`config.mk`:
```
export PLATFORM = sky130hd
export DESIGN_NAME = vga_fb_arbiter
export DESIGN_NICKNAME = d
export VERILOG_FILES = /design/src/rtl/vga_fb_arbiter.sv
export SDC_FILE = /design/constraint.sdc
export NUM_CORES = 1
export LEC_CHECK = 0
export BUFFER_PORTS_ARGS = -buffer_cell sky130_fd_sc_hd__buf_2
export CORE_ASPECT_RATIO = 1.5
export CORE_MARGIN = 4
export CORE_UTILIZATION = 45
export CTS_CLUSTER_SIZE = 12
export DETAILED_ROUTE_END_ITERATION = 6
export HOLD_SLACK_MARGIN = 0.06
export PLACE_DENSITY_LB_ADDON = 0.12
export SETUP_SLACK_MARGIN = 0.4
export SLEW_MARGIN = 20
export SYNTH_ARGS = -nofsm -noshare
export SYNTH_HDL_FRONTEND = slang
export SYNTH_SLANG_ARGS = --single-unit
```
`constraint.sdc`:
```
create_clock -name i_clk -period 1.9 [get_ports i_clk]
set_clock_uncertainty 0.2 [all_clocks]
set_input_delay 0.38 -clock i_clk [delete_from_list [all_inputs] [get_ports i_clk]]
set_output_delay 0.38 -clock i_clk [all_outputs]
set_load 0.1 [all_outputs]
```
`src/rtl/vga_fb_arbiter.sv`:
```
`timescale 1ns/1ps
// Single-port framebuffer arbiter: display reads have strict priority, the CPU
// uses idle cycles, and read returns are steered by a tag pipeline.
module vga_fb_arbiter #(
  parameter int ADDR_W       = 15,
  parameter int DATA_W       = 8,
  parameter int RAM_LAT      = 1,
  parameter int STARVE_LIMIT = 800
) (
  input  logic              i_clk,
  input  logic              i_reset_n,
  input  logic              i_disp_req,
  input  logic [ADDR_W-1:0] i_disp_addr,
  output logic              o_disp_rvalid,
  output logic [DATA_W-1:0] o_disp_rdata,
  input  logic              i_cpu_valid,
  input  logic              i_cpu_we,
  input  logic [ADDR_W-1:0] i_cpu_addr,
  input  logic [DATA_W-1:0] i_cpu_wdata,
  output logic              o_cpu_ready,
  output logic              o_cpu_rvalid,
  output logic [DATA_W-1:0] o_cpu_rdata,
  output logic              o_ram_en,
  output logic              o_ram_we,
  output logic [ADDR_W-1:0] o_ram_addr,
  output logic [DATA_W-1:0] o_ram_wdata,
  input  logic [DATA_W-1:0] i_ram_rdata,
  output logic              o_starve
);
  localparam int TAG_D = RAM_LAT + 1;
  localparam int CNT_W = $clog2(STARVE_LIMIT + 1);
  localparam logic [CNT_W-1:0] CNT_MAX = CNT_W'(STARVE_LIMIT);

  logic              grant_disp, grant_cpu, push_read;
  logic              ret_vld, ret_cpu;
  logic              ram_en_q, ram_en_d, ram_we_q, ram_we_d;
  logic [ADDR_W-1:0] ram_addr_q, ram_addr_d;
  logic [DATA_W-1:0] ram_wdata_q, ram_wdata_d;
  logic [TAG_D-1:0]  tag_vld_q, tag_vld_d, tag_cpu_q, tag_cpu_d;
  logic              disp_rvalid_q, disp_rvalid_d, cpu_rvalid_q, cpu_rvalid_d;
  logic [DATA_W-1:0] disp_rdata_q, disp_rdata_d, cpu_rdata_q, cpu_rdata_d;
  logic [CNT_W-1:0]  starve_cnt_q, starve_cnt_d;
  logic              starve_q, starve_d;

  assign grant_disp  = i_disp_req;
  assign grant_cpu   = i_cpu_valid & ~i_disp_req;
  assign push_read   = grant_disp | (grant_cpu & ~i_cpu_we);
  assign o_cpu_ready = grant_cpu;

  // The display carries no write data, so a display grant leaves wdata as is.
  always_comb begin
    ram_en_d    = grant_disp | grant_cpu;
    ram_we_d    = grant_cpu & i_cpu_we;
    ram_addr_d  = ram_addr_q;
    ram_wdata_d = ram_wdata_q;
    if (grant_disp) begin
      ram_addr_d = i_disp_addr;
    end else if (grant_cpu) begin
      ram_addr_d  = i_cpu_addr;
      ram_wdata_d = i_cpu_wdata;
    end
  end

  // Tag entry 0 is loaded at the grant edge; the last entry selects the return port.
  always_comb begin
    tag_vld_d = {tag_vld_q[TAG_D-2:0], push_read};
    tag_cpu_d = {tag_cpu_q[TAG_D-2:0], grant_cpu};
  end

  assign ret_vld = tag_vld_q[TAG_D-1];
  assign ret_cpu = tag_cpu_q[TAG_D-1];

  always_comb begin
    disp_rvalid_d = ret_vld & ~ret_cpu;
    cpu_rvalid_d  = ret_vld & ret_cpu;
    disp_rdata_d  = disp_rdata_q;
    cpu_rdata_d   = cpu_rdata_q;
    if (disp_rvalid_d) disp_rdata_d = i_ram_rdata;
    if (cpu_rvalid_d)  cpu_rdata_d  = i_ram_rdata;
  end

  // Starve flag follows the next counter value so it rises on the limit edge.
  always_comb begin
    starve_cnt_d = starve_cnt_q;
    if (!i_cpu_valid || grant_cpu) begin
      starve_cnt_d = '0;
    end else if (starve_cnt_q != CNT_MAX) begin
      starve_cnt_d = starve_cnt_q + 1'b1;
    end
    starve_d = (starve_cnt_d == CNT_MAX);
  end

  always_ff @(negedge i_clk or negedge i_reset_n) begin
    if (!i_reset_n) begin
      ram_en_q      <= 1'b0;
      ram_we_q      <= 1'b0;
      ram_addr_q    <= '0;
      ram_wdata_q   <= '0;
      tag_vld_q     <= '0;
      tag_cpu_q     <= '0;
      disp_rvalid_q <= 1'b0;
      cpu_rvalid_q  <= 1'b0;
      disp_rdata_q  <= '0;
      cpu_rdata_q   <= '0;
      starve_cnt_q  <= '0;
      starve_q      <= 1'b0;
    end else begin
      ram_en_q      <= ram_en_d;
      ram_we_q      <= ram_we_d;
      ram_addr_q    <= ram_addr_d;
      ram_wdata_q   <= ram_wdata_d;
      tag_vld_q     <= tag_vld_d;
      tag_cpu_q     <= tag_cpu_d;
      disp_rvalid_q <= disp_rvalid_d;
      cpu_rvalid_q  <= cpu_rvalid_d;
      disp_rdata_q  <= disp_rdata_d;
      cpu_rdata_q   <= cpu_rdata_d;
      starve_cnt_q  <= starve_cnt_d;
      starve_q      <= starve_d;
    end
  end

  assign o_ram_en      = ram_en_q;
  assign o_ram_we      = ram_we_q;
  assign o_ram_addr    = ram_addr_q;
  assign o_ram_wdata   = ram_wdata_q;
  assign o_disp_rvalid = disp_rvalid_q;
  assign o_disp_rdata  = disp_rdata_q;
  assign o_cpu_rvalid  = cpu_rvalid_q;
  assign o_cpu_rdata   = cpu_rdata_q;
  assign o_starve      = starve_q;

endmodule

```
==> run_results.csv <==
group,metric,value,unit
run_status,status,"complete, but fails checks",
run_status,violations,"setup timing",
synthesis,synth_cells,194,
global_route,antenna_found_initial,0,
synthesis,yosysUniqueCellTypes,30,
placement,numPortBuffers,95,
finish,nNetsFinal,391,
floorplan,fp-row-count,32,
global_route,grt_first_pass_wirelength,14.07,mm
critical_path,critical_path_arrival,2.01,ns
critical_path,worstPathRequired,1.32,ns
critical_path,critPathSlowestCell,"dfrtn_1",
synthesis,ys_seq_area_share,59.86,%
pwr,p_total,4.802,mW
global_route,grt_usage,29.61,%
synthesis,yosysWarnings,0,
pwr,powerDensity,1010,nW/um^2
pwr,vdd_drop_max,740.4,uV
synthesis,yosys.area.top_type,"dfrtn_1",
finish,layout_commonest_cell,"dfrtn_1",
run,max_cap_violations,0,
routing,drt_iter0_drc,176,
routing,vias,2363,
global_route,grt-ovfl-total,0,
sta,worst_slew_pin_slew,0.6030,ns
finish,final_cell_mix,"58 x dfrtn_1, 55 x buf_12, 40 x buf_2, 24 x mux2_4, 23 x buf_4",
clock_tree,clock_tree.buffer_depth,2,
finish,fillers,144,
clock_tree,cts_sinks,58,
synthesis,syn-num-nets,247,
critical_path,end_kind,"primary output",
critical_path,cp_cell_sequence,"buf_12",
floorplan,die_w,67.94,microns
finish,syn_to_final_growth,96.18,%
routing,wl_per_cell,28.11,microns
finish,stdcell_count,411,
synthesis,ys_top_cells_by_area,"dfrtn_1 60%, mux2_1 11%, mux2i_1 6.2%",
synthesis,synth-seq-cells,58,
global_route,grt_max_degree,37,
clock_tree,h-tree-depth,3,
floorplan,core,5165,sq um
clock_tree,cts.clk_slew.worst_paths,0.06,ns
sta,maxSlewHeadroom,59.70,%
routing,drc,0,
sta,rsz0062_at_grt,"yes",
synthesis,syn_area_per_cell,12.50,sq um
routing,dr.pass1.iters,4,
floorplan,io_pins,96,
routing,routed_wl,11.56,mm
critical_path,worstSetupPathType,"reg2out",
global_route,grt_pass1_vias,2520,
synthesis,syn_area,2425,sq um
pwr,leakagePower,2.270,nW
placement,place_ws,-0.5529,ns
finish,drive_gt1_share,64.72,%
floorplan,start_util,46.95,%
clock_tree,numCtsBuffers,9,
placement,placed_cells,367,
clock_tree,ctsHoldBuffers,0,
floorplan,dieArea,6651,sq um
critical_path,worstSetupStartpointType,"flip-flop",
clock_tree,worstSkewPairLatency,0.34,ns
routing,postRouteAntennaNets,0,
clock_tree,cts-root-buf,"clkbuf_8",
sta,worst_slack,-0.6851,ns
clock_tree,cts_tree,"yes",
sta,setup_viol,79,
critical_path,path_max_fanout,2,
critical_path,path_buf_inv,1,
floorplan,die_h,97.91,microns
placement,routabilityCongestion,0.7685,
sta,final_max_slew_viol_count,0,
sta,fin_setup_tns,-32.55,ns
sta,finalHoldViolCount,0,
routing,via_per_inst,5.749,
hold_path,min-delay-path-class,"reg2reg",
placement,hpwl,4.610,mm
critical_path,max_stage_delay,0.51,ns
finish,n_antenna_cell,0,
critical_path,crit_family,"flip-flops",
synthesis,yosysTopAreaCellShare,59.86,%
## worst paths after layout
path	start	endpoint	slack, ns	depth (start not counted)
max	o_cpu_rdata[5]	o_cpu_rdata[5]	-0.69	1
min	tag_vld_q[0]	tag_vld_q[1]	0.10	0
max reg2reg	starve_cnt_q[0]	starve_cnt_q[9]	-0.13	6
min reg2reg	tag_vld_q[0]	tag_vld_q[1]	0.10	0
max in group asynchronous	i_reset_n	o_ram_en	0.57	2
min in group asynchronous	i_reset_n	o_ram_addr[8]	0.67	2
## Yosys cell counts (all sizes together)
| library cell | count |
|---|---|
| dfrtn | 58 |
| nor2b | 4 |
| a21o | 1 |
| mux2 | 24 |
| a41oi | 1 |
| nor2 | 10 |
| o22ai | 1 |
| nor4b | 2 |
| and3 | 1 |
| xor2 | 5 |
| inv | 4 |
| mux2i | 15 |
| nor3 | 1 |
| buf | 4 |
| nand2 | 21 |
| and2 | 1 |
| clkbuf | 5 |
| o21ai | 17 |
| or2 | 1 |
| ha | 2 |
| a21oi | 3 |
| xnor2 | 3 |
| or3 | 2 |
| nor3b | 1 |
| nand3 | 5 |
| nand4 | 2 |
## layout make-up
| class | count | area, sq um | share of cell area, % |
|---|---|---|---|
| Clock buffer | 11 | 151.4 | 3.183 |
| Tap cell | 68 | 85.08 | 1.789 |
| Timing Repair Buffer | 142 | 1832 | 38.51 |
| Clock inverter | 5 | 52.55 | 1.105 |
| Inverter | 4 | 15.01 | 0.3156 |
| Sequential cell | 58 | 1451 | 30.51 |
| Multi-Input combinational cell | 123 | 1170 | 24.59 |
## logic make-up (layout without fill, tap and decap cells)
| kind of cell | after synthesis | after routing | share of synthesized area (%) |
|---|---|---|---|
| flops | 58 | 58 | 59.86 |
| simple gates | 51 | 51 | 11.20 |
| mux | 39 | 39 | 17.34 |
| compound gates | 23 | 23 | 5.212 |
| buf+inv | 13 | 162 | 2.476 |
| xor+xnor | 8 | 8 | 2.890 |
| fa+ha+maj | 2 | 2 | 1.032 |
## flip-flops by register name, summed over array words and instances (netlist names), 2 cells and up
register,count
o_disp_rdata,8
tag_vld_q,2
o_cpu_rdata,8
o_ram_addr,15
starve_cnt_q,10
o_ram_wdata,8
tag_cpu_q,2
## worst register-to-register path, cell delays in order, from the launching register on
cell     delay [ns]
dfrtn_1        0.44
buf_4          0.16
nand3_1        0.29
nor2_1         0.32
nand3_1        0.20
xor2_1         0.21
nor2_2         0.08
## per-layer routing
layer  wire [microns]  vias up  global-route usage, %
met5                0        -                      0
met4              763        0                  13.78
met3              730       60                  8.055
met2             6423      169                  52.38
met1             3637     1176                  31.10
li1                 -      958                      -
## where the power goes
group | switching [mW] | internal, mW
Clock | 0.569 | 0.671
Combinational | 1.20 | 0.826
Sequential | 0.162 | 1.37
Total | 1.93 | 2.87
## per-stage QoR
step,instance area (sq um),hold WS (ns),utilization (%)
floorplan,2582,0.09175,-
global placement,3869,0.09329,74.90
detailed placement,3869,0.09917,74.90
CTS,4578,0.09515,88.64
global route,4757,0.1212,92.10
finish,4757,0.1047,92.10
## timing repair
action	in CTS	in global routing
buffers inserted	14	10
cloned	4	0
pin swaps	13	3
endpoints found under the setup margin	99	99
endpoints found under the hold margin	0	0
resized for setup	64	25
Note: power is estimated with default switching activity, not from simulation.
